**src/rtl/pipe_stall_ctrl.sv**
```systemverilog
// pipe_stall_ctrl: central stall/flush controller for the 5-stage pipeline.
// Drives pipeline-register write enables, bubble/flush selects and PC write
// enable; tracks outstanding memory accesses and counts lost cycles.
module pipe_stall_ctrl #(
  parameter int unsigned CNT_W = 16
) (
  input  logic             clk_i,
  input  logic             rst_i,
  input  logic             ld_use_stall_i,
  input  logic             br_taken_i,
  input  logic             imem_stall_i,
  input  logic             imem_done_i,
  input  logic             dmem_stall_i,
  input  logic             dmem_done_i,
  input  logic             halt_wb_i,
  output logic             pc_we_o,
  output logic             ifid_we_o,
  output logic             idex_we_o,
  output logic             exmem_we_o,
  output logic             memwb_we_o,
  output logic             ifid_flush_o,
  output logic             idex_bubble_o,
  output logic             memwb_bubble_o,
  output logic             halted_o,
  output logic [CNT_W-1:0] stall_cnt_o
);

  typedef enum logic [1:0] {
    ST_RUN  = 2'd0,
    ST_WAIT = 2'd1,
    ST_HALT = 2'd2
  } state_e;

  state_e           state_q, state_d;
  logic             ibusy_q, ibusy_d;
  logic             dbusy_q, dbusy_d;
  logic [CNT_W-1:0] cnt_q, cnt_d;
  logic             freeze_c;
  logic             cnt_inc_c;

  // A memory access is outstanding from its stall cycle until its done pulse.
  assign freeze_c = imem_stall_i | dmem_stall_i
                  | (ibusy_q & ~imem_done_i) | (dbusy_q & ~dmem_done_i);

  // Next-state and prioritised enable/bubble decode.
  always_comb begin
    state_d        = state_q;
    ibusy_d        = ibusy_q;
    dbusy_d        = dbusy_q;
    cnt_d          = cnt_q;
    cnt_inc_c      = 1'b0;
    pc_we_o        = 1'b0;
    ifid_we_o      = 1'b0;
    idex_we_o      = 1'b0;
    exmem_we_o     = 1'b0;
    memwb_we_o     = 1'b0;
    ifid_flush_o   = 1'b0;
    idex_bubble_o  = 1'b0;
    memwb_bubble_o = 1'b0;
    halted_o       = 1'b0;

    // Done wins over a simultaneous stall: the access has completed.
    if (imem_done_i)       ibusy_d = 1'b0;
    else if (imem_stall_i) ibusy_d = 1'b1;
    if (dmem_done_i)       dbusy_d = 1'b0;
    else if (dmem_stall_i) dbusy_d = 1'b1;

    if (!rst_i) begin
      ifid_flush_o   = 1'b1;
      idex_bubble_o  = 1'b1;
      memwb_bubble_o = 1'b1;
    end else if (state_q == ST_HALT) begin
      halted_o = 1'b1;
    end else if (freeze_c) begin
      // WB retires a NOP so the frozen instruction is not written twice.
      memwb_we_o     = 1'b1;
      memwb_bubble_o = 1'b1;
      cnt_inc_c      = 1'b1;
    end else if (br_taken_i) begin
      pc_we_o       = 1'b1;
      ifid_we_o     = 1'b1;
      idex_we_o     = 1'b1;
      exmem_we_o    = 1'b1;
      memwb_we_o    = 1'b1;
      ifid_flush_o  = 1'b1;
      idex_bubble_o = 1'b1;
    end else if (ld_use_stall_i) begin
      idex_we_o     = 1'b1;
      exmem_we_o    = 1'b1;
      memwb_we_o    = 1'b1;
      idex_bubble_o = 1'b1;
      cnt_inc_c     = 1'b1;
    end else begin
      pc_we_o    = 1'b1;
      ifid_we_o  = 1'b1;
      idex_we_o  = 1'b1;
      exmem_we_o = 1'b1;
      memwb_we_o = 1'b1;
    end

    case (state_q)
      ST_RUN: begin
        if (freeze_c)       state_d = ST_WAIT;
        else if (halt_wb_i) state_d = ST_HALT;
      end
      ST_WAIT: begin
        if (!freeze_c) state_d = ST_RUN;
      end
      ST_HALT: state_d = ST_HALT;
      default: state_d = ST_RUN;
    endcase

    if (cnt_inc_c && (cnt_q != {CNT_W{1'b1}})) cnt_d = cnt_q + CNT_W'(1);
  end

  // State, busy flags and counter with synchronous active-low reset.
  always_ff @(posedge clk_i) begin
    if (!rst_i) begin
      state_q <= ST_RUN;
      ibusy_q <= 1'b0;
      dbusy_q <= 1'b0;
      cnt_q   <= '0;
    end else begin
      state_q <= state_d;
      ibusy_q <= ibusy_d;
      dbusy_q <= dbusy_d;
      cnt_q   <= cnt_d;
    end
  end

  assign stall_cnt_o = cnt_q;

endmodule

```
**config.mk**
```make
export PLATFORM = sky130hd
export DESIGN_NAME = pipe_stall_ctrl
export DESIGN_NICKNAME = d
export VERILOG_FILES = /design/src/rtl/pipe_stall_ctrl.sv
export SDC_FILE = /design/constraint.sdc
export NUM_CORES = 1
export LEC_CHECK = 0
export BUFFER_PORTS_ARGS = -buffer_cell sky130_fd_sc_hd__buf_4
export CAP_MARGIN = 20
export CORE_UTILIZATION = 50
export DETAILED_ROUTE_END_ITERATION = 10
export PLACE_DENSITY = 0.78
export SLEW_MARGIN = 30
export SYNTH_ARGS = -nofsm -noshare
export SYNTH_HDL_FRONTEND = slang
export SYNTH_SLANG_ARGS = --single-unit
```
**constraint.sdc**
```tcl
create_clock -name clk_i -period 2.2 [get_ports clk_i]
set_input_delay 0.22 -clock clk_i [delete_from_list [all_inputs] [get_ports clk_i]]
set_output_delay 0.22 -clock clk_i [all_outputs]
set_load 0.02 [all_outputs]
```
==> impl_metrics.env <==
export IMPL_fin_tns_setup_ns=0
export IMPL_ir_worst_vdd_uv=348
export IMPL_reg2reg_from="stall_cnt_o[0]$_SDFFE_PN0P_"
export IMPL_htree_num_levels=1
export IMPL_power_density_nw_per_um2=496
export IMPL_crit_path_top_delay_cell="dfxtp_1"
export IMPL_io_pins=34
export IMPL_period_share=0.897
export IMPL_postCtsSetupBuffers=0
export IMPL_setup_violations=0
export IMPL_p_total_mw=0.695
export IMPL_hpwl_mm=1.69
export IMPL_ant_nets=0
export IMPL_synth_fa_ha_area_frac=0.0113
export IMPL_cts_tree="yes"
export IMPL_cap_viol_max_count=0
export IMPL_cts_root_buf="clkbuf_4"
export IMPL_rows=16
export IMPL_antenna_found_initial=0
export IMPL_synth_compound_area_frac=0.0441
export IMPL_routed_wl_mm=2.38
export IMPL_layout_nets=166
export IMPL_coreArea_sq_um=2020
export IMPL_synth_top_family_by_area="simple AND/OR/NAND/NOR gates"
export IMPL_slowest_delay_ns=0.32
export IMPL_synth_xor_area_frac=0.0475
export IMPL_clock_latency_ns=0.30
export IMPL_avgViaCountPerCell=5.44
export IMPL_status="finished, final reports clean"
export IMPL_r2r_cells=6
export IMPL_start_kind="flip-flop"
export IMPL_grt_max_degree=31
export IMPL_synthMuxAreaShare=0.0814
export IMPL_synth_seq_cells=20
export IMPL_start_util=0.547
export IMPL_clockBufferDepth=2
export IMPL_p_leak_nw=0.682
export IMPL_layout_commonest_cell="buf_4"
export IMPL_hold_ws_ns=0.0700
export IMPL_syn_area_sq_um=1110
export IMPL_clock_skew_ns=0.00492
export IMPL_fill_cells=171
export IMPL_reg2reg_setup_slack_ns=0.33
export IMPL_post_cts_resize_count=0
export IMPL_drtIter0Drc=15
export IMPL_cts_clk_slew_worst_paths_ns=0.11
export IMPL_pre_cts_ws_ns=0.401
export IMPL_hold_viol=0
export IMPL_area_growth_pct=26.7
export IMPL_die_area_sq_um=2400
export IMPL_grt_util_all_layers=0.211
export IMPL_place_gp_congestion=0.825
export IMPL_clock_fmax_ghz=0.507
export IMPL_holdPathEnd="dbusy_q$_SDFFE_PP0P_"
export IMPL_r2r_end="stall_cnt_o[5]$_SDFFE_PN0P_"
export IMPL_fp_dieH_um=49.0
export IMPL_ys_seq_area_frac=0.362
export IMPL_grt_pass1_wl_mm=3.94
export IMPL_wire_per_inst_um=13.1
export IMPL_path_class="flip-flop to output port"
export IMPL_critical_path_cell_chain="nor2b_2, nor4_2, buf_4, and3_1, nor2b_1, buf_4"
export IMPL_hold_class="input port to flip-flop"
export IMPL_drcViolationCount=0
export IMPL_hold_buffers=0
export IMPL_synth_nets=132
export IMPL_vias=990
export IMPL_synthSimpleGateAreaFrac=0.416
export IMPL_crit_arrival_ns=1.75
export IMPL_rsz0062_at_grt="false"
export IMPL_hp_start="dmem_done_i"
export IMPL_diodes=0
export IMPL_setup_ws_ns=0.226
export IMPL_grt_pass1_vias=870
export IMPL_cp_end_kind="output port"
export IMPL_yosys_warnings=0
export IMPL_synth_cell_type_count=39
export IMPL_max_slew_margin=0.575
export IMPL_utilization=0.693
export IMPL_cts_sinks=20
export IMPL_drtPass1Iterations=4
export IMPL_min_period_ns=1.97
export IMPL_path_max_fanout=6
export IMPL_port_buffers=33
export IMPL_final_cell_mix="buf_4, dfxtp_1, nand2_1, mux2i_1, and2_1"
export IMPL_grt_overflow_total=0
export IMPL_avgSynthCellArea_sq_um=9.07
export IMPL_die_w_um=49.0
export IMPL_cts_buffers=3
export IMPL_synthCells=122
export IMPL_final_max_slew_viol_count=0
export IMPL_whs_path_depth=2
export IMPL_drive_gt1_frac=0.323
export IMPL_tightest_slew_ns=0.634
export IMPL_crit_top_cell="buf_4"
export IMPL_crit_required_ns=1.98
==> worst max-delay path, delay by kind of cell (launching register included) <==
kind,cells,cell delay [ns]
flops,1,0.32
buf+inv,2,0.36
simple gates,4,0.77
==> cell families (layout without fill, tap and decap cells) <==
group / Yosys count / count (layout)
AOI/OAI and AO/OA: 7 / 7
xor gates and xnor gates: 6 / 6
adders and majority gates: 1 / 1
buffers and inverters: 8 / 41
DFF: 20 / 20
muxes: 9 / 9
and+or+nand+nor: 71 / 71
==> report_power, final <==
part	switching (mW)	internal [mW]	total [mW]
Combinational	0.0545	0.0461	0.101
Clock	0.115	0.101	0.216
Sequential	0.00868	0.370	0.379
Total	0.178	0.518	0.695
==> synth_stat cells <==
cell type,number,area share
nor4_2,1,0.011
buf_4,3,0.020
nand3_1,6,0.027
nor3b_1,3,0.020
and3_4,1,0.010
or4_1,1,0.0068
a31oi_1,1,0.0057
and3_2,1,0.0068
nand2_2,1,0.0057
nand4b_2,1,0.014
nand2_1,15,0.051
a21boi_1,1,0.0068
and4_1,1,0.0079
clkbuf_1,2,0.0068
nor2b_1,3,0.017
mux2i_1,9,0.081
nor4b_4,1,0.021
o211ai_1,2,0.014
and3_1,2,0.011
o21ai_0,2,0.0091
or2b_2,1,0.0079
and2b_1,1,0.0068
nand4_1,6,0.034
xnor2_1,2,0.016
nor2_1,3,0.010
ha_1,1,0.011
xor2_1,4,0.032
nor4_1,2,0.011
dfxtp_1,20,0.36
a41o_1,1,0.0091
and4_2,1,0.0091
nor2b_2,2,0.016
and4bb_1,1,0.011
nor3_1,3,0.014
or3_1,1,0.0057
nand2b_1,3,0.017
and2_1,8,0.045
nor3_2,2,0.018
inv_1,3,0.010
==> how the worst max path moves through the flow <==
stage	startpoint	endpoint	slack, ns	cells after the start
finish	ibusy_q$_SDFFE_PP0P_	ifid_we_o	0.23	6
detailed placement	stall_cnt_o[0]$_SDFFE_PN0P_	stall_cnt_o[12]$_SDFFE_PN0P_	0.40	6
CTS	ibusy_q$_SDFFE_PP0P_	ifid_we_o	0.22	6
floorplan	ibusy_q$_SDFFE_PP0P_	pc_we_o	0.17	5
global route	ibusy_q$_SDFFE_PP0P_	ifid_we_o	0.13	6
global placement	stall_cnt_o[0]$_SDFFE_PN0P_	stall_cnt_o[12]$_SDFFE_PN0P_	0.46	6
==> per-layer routing <==
metal  routed length (um)  up-vias  GRT usage  part of all wire
met3                  126       11     0.0343             0.053
met2                 1100       30      0.310              0.46
met4                   76        0      0.103             0.032
met5                    0        -          0                 0
li1                     -      497          -                 -
met1                 1080      452      0.299              0.45
==> cell type report <==
| class | instances | area (sq um) | area share |
|---|---|---|---|
| well taps | 27 | 33.8 | 0.0241 |
| clock buffers | 4 | 36.3 | 0.0259 |
| flip-flops and latches | 20 | 400 | 0.286 |
| multi-input cells | 94 | 664 | 0.474 |
| repair buffers | 34 | 255 | 0.182 |
| inverters | 3 | 11.3 | 0.00804 |
==> per-stage QoR <==
stage               std cells  cell area, sq um
CTS                       182              1400
detailed placement        178              1370
finish                    182              1400
global route              182              1400
floorplan                 122              1110
global placement          178              1370
==> sequential cells by signal, summed over array words and instances, names as in the netlist <==
register,cells
stall_cnt_o,16
state_q,2
ibusy_q,1
dbusy_q,1
(Power assumes the default switching activity.)
